$ cat config.mk
export PLATFORM = sky130hd
export DESIGN_NAME = spi_master_tx
export DESIGN_NICKNAME = d
export VERILOG_FILES = /design/src/rtl/spi_pkg.sv /design/src/rtl/spi_clk_div.sv /design/src/rtl/spi_master_tx.sv
export SDC_FILE = /design/constraint.sdc
export NUM_CORES = 1
export LEC_CHECK = 0
export ABC_AREA = 1
export CORE_MARGIN = 5
export CORE_UTILIZATION = 55
export DETAILED_ROUTE_END_ITERATION = 7
export GPL_TIMING_DRIVEN = 0
export PLACE_DENSITY_LB_ADDON = 0.05
export SYNTH_ARGS = -nofsm -noshare
export SYNTH_HDL_FRONTEND = slang
export SYNTH_SLANG_ARGS = --single-unit
$ cat constraint.sdc
create_clock -name sclk -period 3.16 [get_ports sclk]
set_clock_uncertainty 0.05 [all_clocks]
set_input_delay 0.948 -clock sclk [delete_from_list [all_inputs] [get_ports sclk]]
set_output_delay 0.948 -clock sclk [all_outputs]
set_load 0.005 [all_outputs]
$ cat src/rtl/spi_pkg.sv
// Shared SPI link definitions: FSM state encoding, bus mode and default word size.
// Used by both the master and the slave ends of the link.
package spi_pkg;

    typedef enum logic [1:0] {
        IDLE     = 2'd0,
        SETUP    = 2'd1,
        TRANSFER = 2'd2,
        HOLD     = 2'd3
    } spi_state_t;

    localparam logic CPOL = 1'b0;
    localparam logic CPHA = 1'b0;

    localparam int DEFAULT_DATA_WIDTH = 8;

endpackage

$ cat src/rtl/spi_clk_div.sv
// Free-running divider producing a one-cycle tick every CLK_DIV sclk cycles while enabled.
// The count is held at zero whenever the enable is low, so the first tick lands CLK_DIV cycles after enable rises.
module spi_clk_div #(
    parameter int CLK_DIV = 4
) (
    input  logic sclk,
    input  logic reset,
    input  logic en,
    output logic tick
);

    localparam int CW = (CLK_DIV > 1) ? $clog2(CLK_DIV) : 1;
    localparam logic [CW-1:0] LAST = CW'(CLK_DIV - 1);

    logic [CW-1:0] cnt;

    always_ff @(posedge sclk) begin
        if (!reset || !en) begin
            cnt <= '0;
        end else if (cnt == LAST) begin
            cnt <= '0;
        end else begin
            cnt <= cnt + 1'b1;
        end
    end

    assign tick = en && (cnt == LAST);

endmodule

$ cat src/rtl/spi_master_tx.sv
// Mode-0 SPI master: one full-duplex DATA_WIDTH-bit word per accepted start, MSB first,
// with a CLK_DIV-cycle select setup before the first edge and a CLK_DIV-cycle hold after the last.
module spi_master_tx
    import spi_pkg::*;
#(
    parameter int DATA_WIDTH = DEFAULT_DATA_WIDTH,
    parameter int CLK_DIV    = 4
) (
    input  logic                  sclk,
    input  logic                  reset,
    input  logic                  start,
    input  logic [DATA_WIDTH-1:0] tx_data,
    input  logic                  miso,
    output logic                  spi_clk,
    output logic                  mosi,
    output logic                  slave_select,
    output logic [DATA_WIDTH-1:0] rx_data,
    output logic                  busy,
    output logic                  done
);

    if (CLK_DIV < 2) begin : g_bad_clk_div
        $error("spi_master_tx: CLK_DIV must be at least 2");
    end
    if (CPOL != 1'b0 || CPHA != 1'b0) begin : g_bad_mode
        $error("spi_master_tx: only SPI mode 0 is implemented");
    end

    localparam int BW = (DATA_WIDTH > 1) ? $clog2(DATA_WIDTH) : 1;
    localparam logic [BW-1:0] LAST_BIT = BW'(DATA_WIDTH - 1);

    spi_state_t state, state_nxt;

    logic [DATA_WIDTH-1:0] tx_shift;
    logic [DATA_WIDTH-1:0] rx_shift;
    logic [BW-1:0]         bit_cnt;
    logic                  tick;
    logic                  rise_tick;
    logic                  fall_tick;

    spi_clk_div #(
        .CLK_DIV (CLK_DIV)
    ) u_clk_div (
        .sclk  (sclk),
        .reset (reset),
        .en    (state != IDLE),
        .tick  (tick)
    );

    // The SETUP-ending tick is also the first rising edge, so it samples like any other rise.
    assign rise_tick = tick && !spi_clk && (state == SETUP || state == TRANSFER);
    assign fall_tick = tick &&  spi_clk && (state == TRANSFER);

    always_ff @(posedge sclk) begin
        if (!reset) begin
            state <= IDLE;
        end else begin
            state <= state_nxt;
        end
    end

    always_comb begin
        state_nxt = state;
        case (state)
            IDLE:     if (start) state_nxt = SETUP;
            SETUP:    if (tick) state_nxt = TRANSFER;
            TRANSFER: if (fall_tick && bit_cnt == LAST_BIT) state_nxt = HOLD;
            HOLD:     if (tick) state_nxt = IDLE;
            default:  state_nxt = IDLE;
        endcase
    end

    always_ff @(posedge sclk) begin
        if (!reset) begin
            tx_shift <= '0;
            rx_shift <= '0;
            bit_cnt  <= '0;
            spi_clk  <= CPOL;
            rx_data  <= '0;
            done     <= 1'b0;
        end else begin
            done <= 1'b0;
            if (state == IDLE && start) begin
                tx_shift <= tx_data;
                bit_cnt  <= '0;
            end
            if (state == HOLD && tick) begin
                done    <= 1'b1;
                rx_data <= rx_shift;
            end
            if (rise_tick) begin
                spi_clk  <= 1'b1;
                rx_shift <= {rx_shift[DATA_WIDTH-2:0], miso};
            end
            // The last falling edge leaves bit 0 on mosi through HOLD instead of shifting it out.
            if (fall_tick) begin
                spi_clk <= 1'b0;
                if (bit_cnt != LAST_BIT) begin
                    tx_shift <= {tx_shift[DATA_WIDTH-2:0], 1'b0};
                    bit_cnt  <= bit_cnt + 1'b1;
                end
            end
        end
    end

    assign busy         = (state != IDLE);
    assign slave_select = (state == IDLE);
    assign mosi         = (state != IDLE) && tx_shift[DATA_WIDTH-1];

endmodule

==> key figures <==
Run status
  – Outcome: finished, final reports clean

Timing
  – Max Slew Vio Count: 0
  – Max Clock Freq: between 300 and 400 MHz
  – Final min period: 2.76 ns
  – Slew headroom: between 70% and 80%
  – Worst Tran Pin Value: between 0.3 and 0.4 ns
  – Sum of negative setup slack: 0 ns
  – Crit share post-route: ~87%
  – RSZ-0062 raised after global routing: no
  – PnR worst setup slack: ~0.40 ns
  – Final Hold Fails: 0
  – Final setup fails: 0

Pwr
  – Clk pwr share: between 20% and 30%
  – Pwr dens: about 550 nW/µm²
  – Sw power: between 0.0003 and 0.0004 W
  – Worst VDD drop: about 400 µV
  – Sequential share of power: between 40% and 50%
  – Comb pwr share: 28.9%
  – P_int: between 0.0006 and 0.0007 W
  – Switching share of power: between 30% and 40%
  – P_leak: approximately 0.77 nW
  – Final Power: 0.000972 W

Yosys
  – Avg Synthesized Cell Area: between 7 and 8 µm²
  – Synth Net Count: 210
  – Cell Area, Synth: about 1400 µm²
  – Yosys reg bits: 33
  – Post-Synthesis Cells: approximately 190
  – Register area share after synthesis: between 40 and 50%
  – Yosys warning total: 0
  – Cell variety after synth: 22

Placed design
  – PortBufs: 24
  – Pre-CTS setup slack: 0.741 ns
  – Area post-placement: 1710 µm²
  – Post-DP HPWL: 2090 µm
  – RePlAce Congestion: roughly 0.82

Route
  – DRC: 0
  – Wire length per cell: ~11 µm
  – DRT Pass-1 Iters: 4
  – Via count: between 1,000 and 1,500
  – Post-Route WL: around 2700 µm
  – DRT iter0 DRCs: 64
  – Via-to-Cell Ratio: approximately 5.1
  – DRT antenna net count: 0

Setup path
  – Crit. End Element: output pin
  – R2r endpoint: rx_shift[0]
  – CP cell instances: inv_1 -> ha_1 -> nor2_1 -> clkdlybuf4s50_1
  – Worst reg2reg path depth: 8
  – Crit path buf inv count: 2
  – CP Class: reg -> out
  – Max stage delay on crit path: between 0.5 and 0.6 ns
  – Startpoint types: register
  – Reg-to-reg setup timing slack: about 1.4 ns
  – Reg2reg start: state[0]
  – Family with the most delay on the worst path: buffers and inverters
  – Crit path DAT: about 1.8 ns
  – Crit path required time: approximately 2.2 ns
  – Worst-path maximum fanout: 6
  – Slowest CP cell: clkdlybuf4s50_1

Clocking
  – Clock buffer depth: 2
  – Clk root buf: clkbuf_4
  – H-tree depth: 2
  – Clk slew on worst S/H paths: 0.09 ns
  – Hold_buf cts: 0
  – Clock sink count: 33
  – CTS tree: done
  – Post-CTS Setup Repair Bufs: 0
  – Resized Gates After CTS: 0
  – Clock buffers created by TritonCTS: 5
  – Skew-Pair Late Insertion Delay: 0.32 ns

Floorplan
  – Num rows: 18
  – Top-Level Pins: 25
  – Core area: approximately 2500 µm²
  – Initial cell density of the core: 57.6%
  – Vert. Die Dim: slightly above 60 µm
  – Die width: between 60 and 70 µm
  – Total die area: roughly 3700 µm²

Finish
  – Most frequent cells in the layout: 40 x nand2_1, 38 x nor2_1, 33 x dfxtp_1
  – Final instance area: 1760 µm²
  – Most common cell after layout, fill and taps aside: nand2_1
  – Util after Layout: between 70% and 80%
  – Antenna Cells: 0
  – # nets final: about 240
  – Share of post-route cells with drive strength above 1: approximately 9.9%
  – Layout overhead on the synthesized area: 23.0%

GRT
  – Largest net degree at the start of global routing: 11
  – Grt ovf: 0
  – Gr busiest metal: met2
  – First-pass GRT wire length: ~4500 µm
  – Vias in the first global route: approximately 1,200
  – Aggregate global-route resource usage: around 16%
  – Met2 usage: between 20% and 30%
  – Met1 GRT Util: between 10% and 20%
  – Initial antenna violation count: 0
  – Met3 GRT Util: slightly above 5%

Hold path
  – Worst Hold End: u_clk_div.cnt[0]
  – Hold depth: 1
  – Hold wc startpoint: u_clk_div.cnt[0]
  – Hold/Removal Path Class: reg -> reg

Flow run
  – Max cap viols: 0
==> routing by layer <==
layer | vias to the layer above | wire length, µm
li1 | 672 | -
met1 | 574 | 1250
met4 | 0 | 55
met5 | - | 0
met3 | 8 | 142
met2 | 25 | 1290
==> final cells by class <==
cell class | count | area [µm²]
Buffer | 6 | 35.0
Clock buffer | 6 | 41.3
Clock inverter | 2 | 10.0
Fill cell | 218 | 721
Inverter | 14 | 52.6
Multi-Input combinational cell | 138 | 679
Sequential cell | 33 | 661
Tap cell | 30 | 37.5
Timing Repair Buffer | 24 | 240
==> power by group through the flow <==
stage	Sequential (W)	Clock, W	Combinational [W]
final	0.000475	0.000215	0.000281
after detailed placement	0.000485	0	0.000280
after CTS	0.000475	0.000226	0.000282
after global routing	0.000479	0.000245	0.000311
after floorplan	0.000479	0	0.000194
after global placement	0.000482	0	0.000264
==> cells by family (layout without fill, tap and decap cells) <==
kind of cell,after synthesis,count (layout),share of synthesized area [%]
flip-flops,33,33,46.3
adder cells (fa/ha/maj),7,7,6.13
AND/OR/NAND/NOR,99,99,30.0
AO/OA/AOI/OAI,32,32,11.5
buffers and inverters,20,52,6.13
==> per-stage QoR <==
stage | std cells | hold slack (ns)
final | 253 | 0.377
after global routing | 253 | 0.418
after CTS | 253 | 0.385
after detailed placement | 245 | 0.372
after global placement | 245 | 0.358
after floorplan | 191 | 0.348
==> how the worst max path moves through the flow <==
stage	from	to	cells after the start
2_1_floorplan	state[0]	mosi	3
3_3_place_gp	state[0]	busy	4
3_5_place_dp	state[0]	mosi	4
4_1_cts	state[0]	mosi	4
5_1_grt	state[0]	mosi	4
6_report	state[0]	mosi	4
==> synthesized netlist by cell type <==
library cell | n | area [µm²]
inv_1 | 8 | 30.0
nand3b_1 | 1 | 7.51
nand3_1 | 14 | 70.1
nor2_2 | 1 | 6.26
ha_1 | 7 | 87.6
nand2_1 | 40 | 150
nand2_2 | 1 | 6.26
inv_2 | 4 | 15.0
dfxtp_1 | 33 | 661
nor2_1 | 38 | 143
a21oi_1 | 13 | 65.1
nor2_4 | 1 | 11.3
clkbuf_1 | 1 | 3.75
nand4_1 | 1 | 6.26
o21ai_2 | 1 | 8.76
nand2_4 | 1 | 11.3
buf_2 | 4 | 20.0
clkinv_1 | 2 | 7.51
nor3_4 | 1 | 16.3
buf_6 | 1 | 11.3
o21ai_1 | 1 | 5.00
o21ai_0 | 17 | 85.1
==> worst reg2reg max path, delay by kind of cell (launching register included) <==
family                   cells  cell delay, ns
adder cells (fa/ha/maj)      1            0.31
flip-flops                   1            0.39
buffers and inverters        3            0.37
AND/OR/NAND/NOR              4            0.53
==> state kept, by name, indices dropped and copies added (netlist names) <==
register,count
state,2
bit_cnt,3
rx_data,8
tx_shift,8
done,1
spi_clk,1
rx_shift,8
u_clk_div.cnt,2
Note: power is estimated with default switching activity, not from simulation.
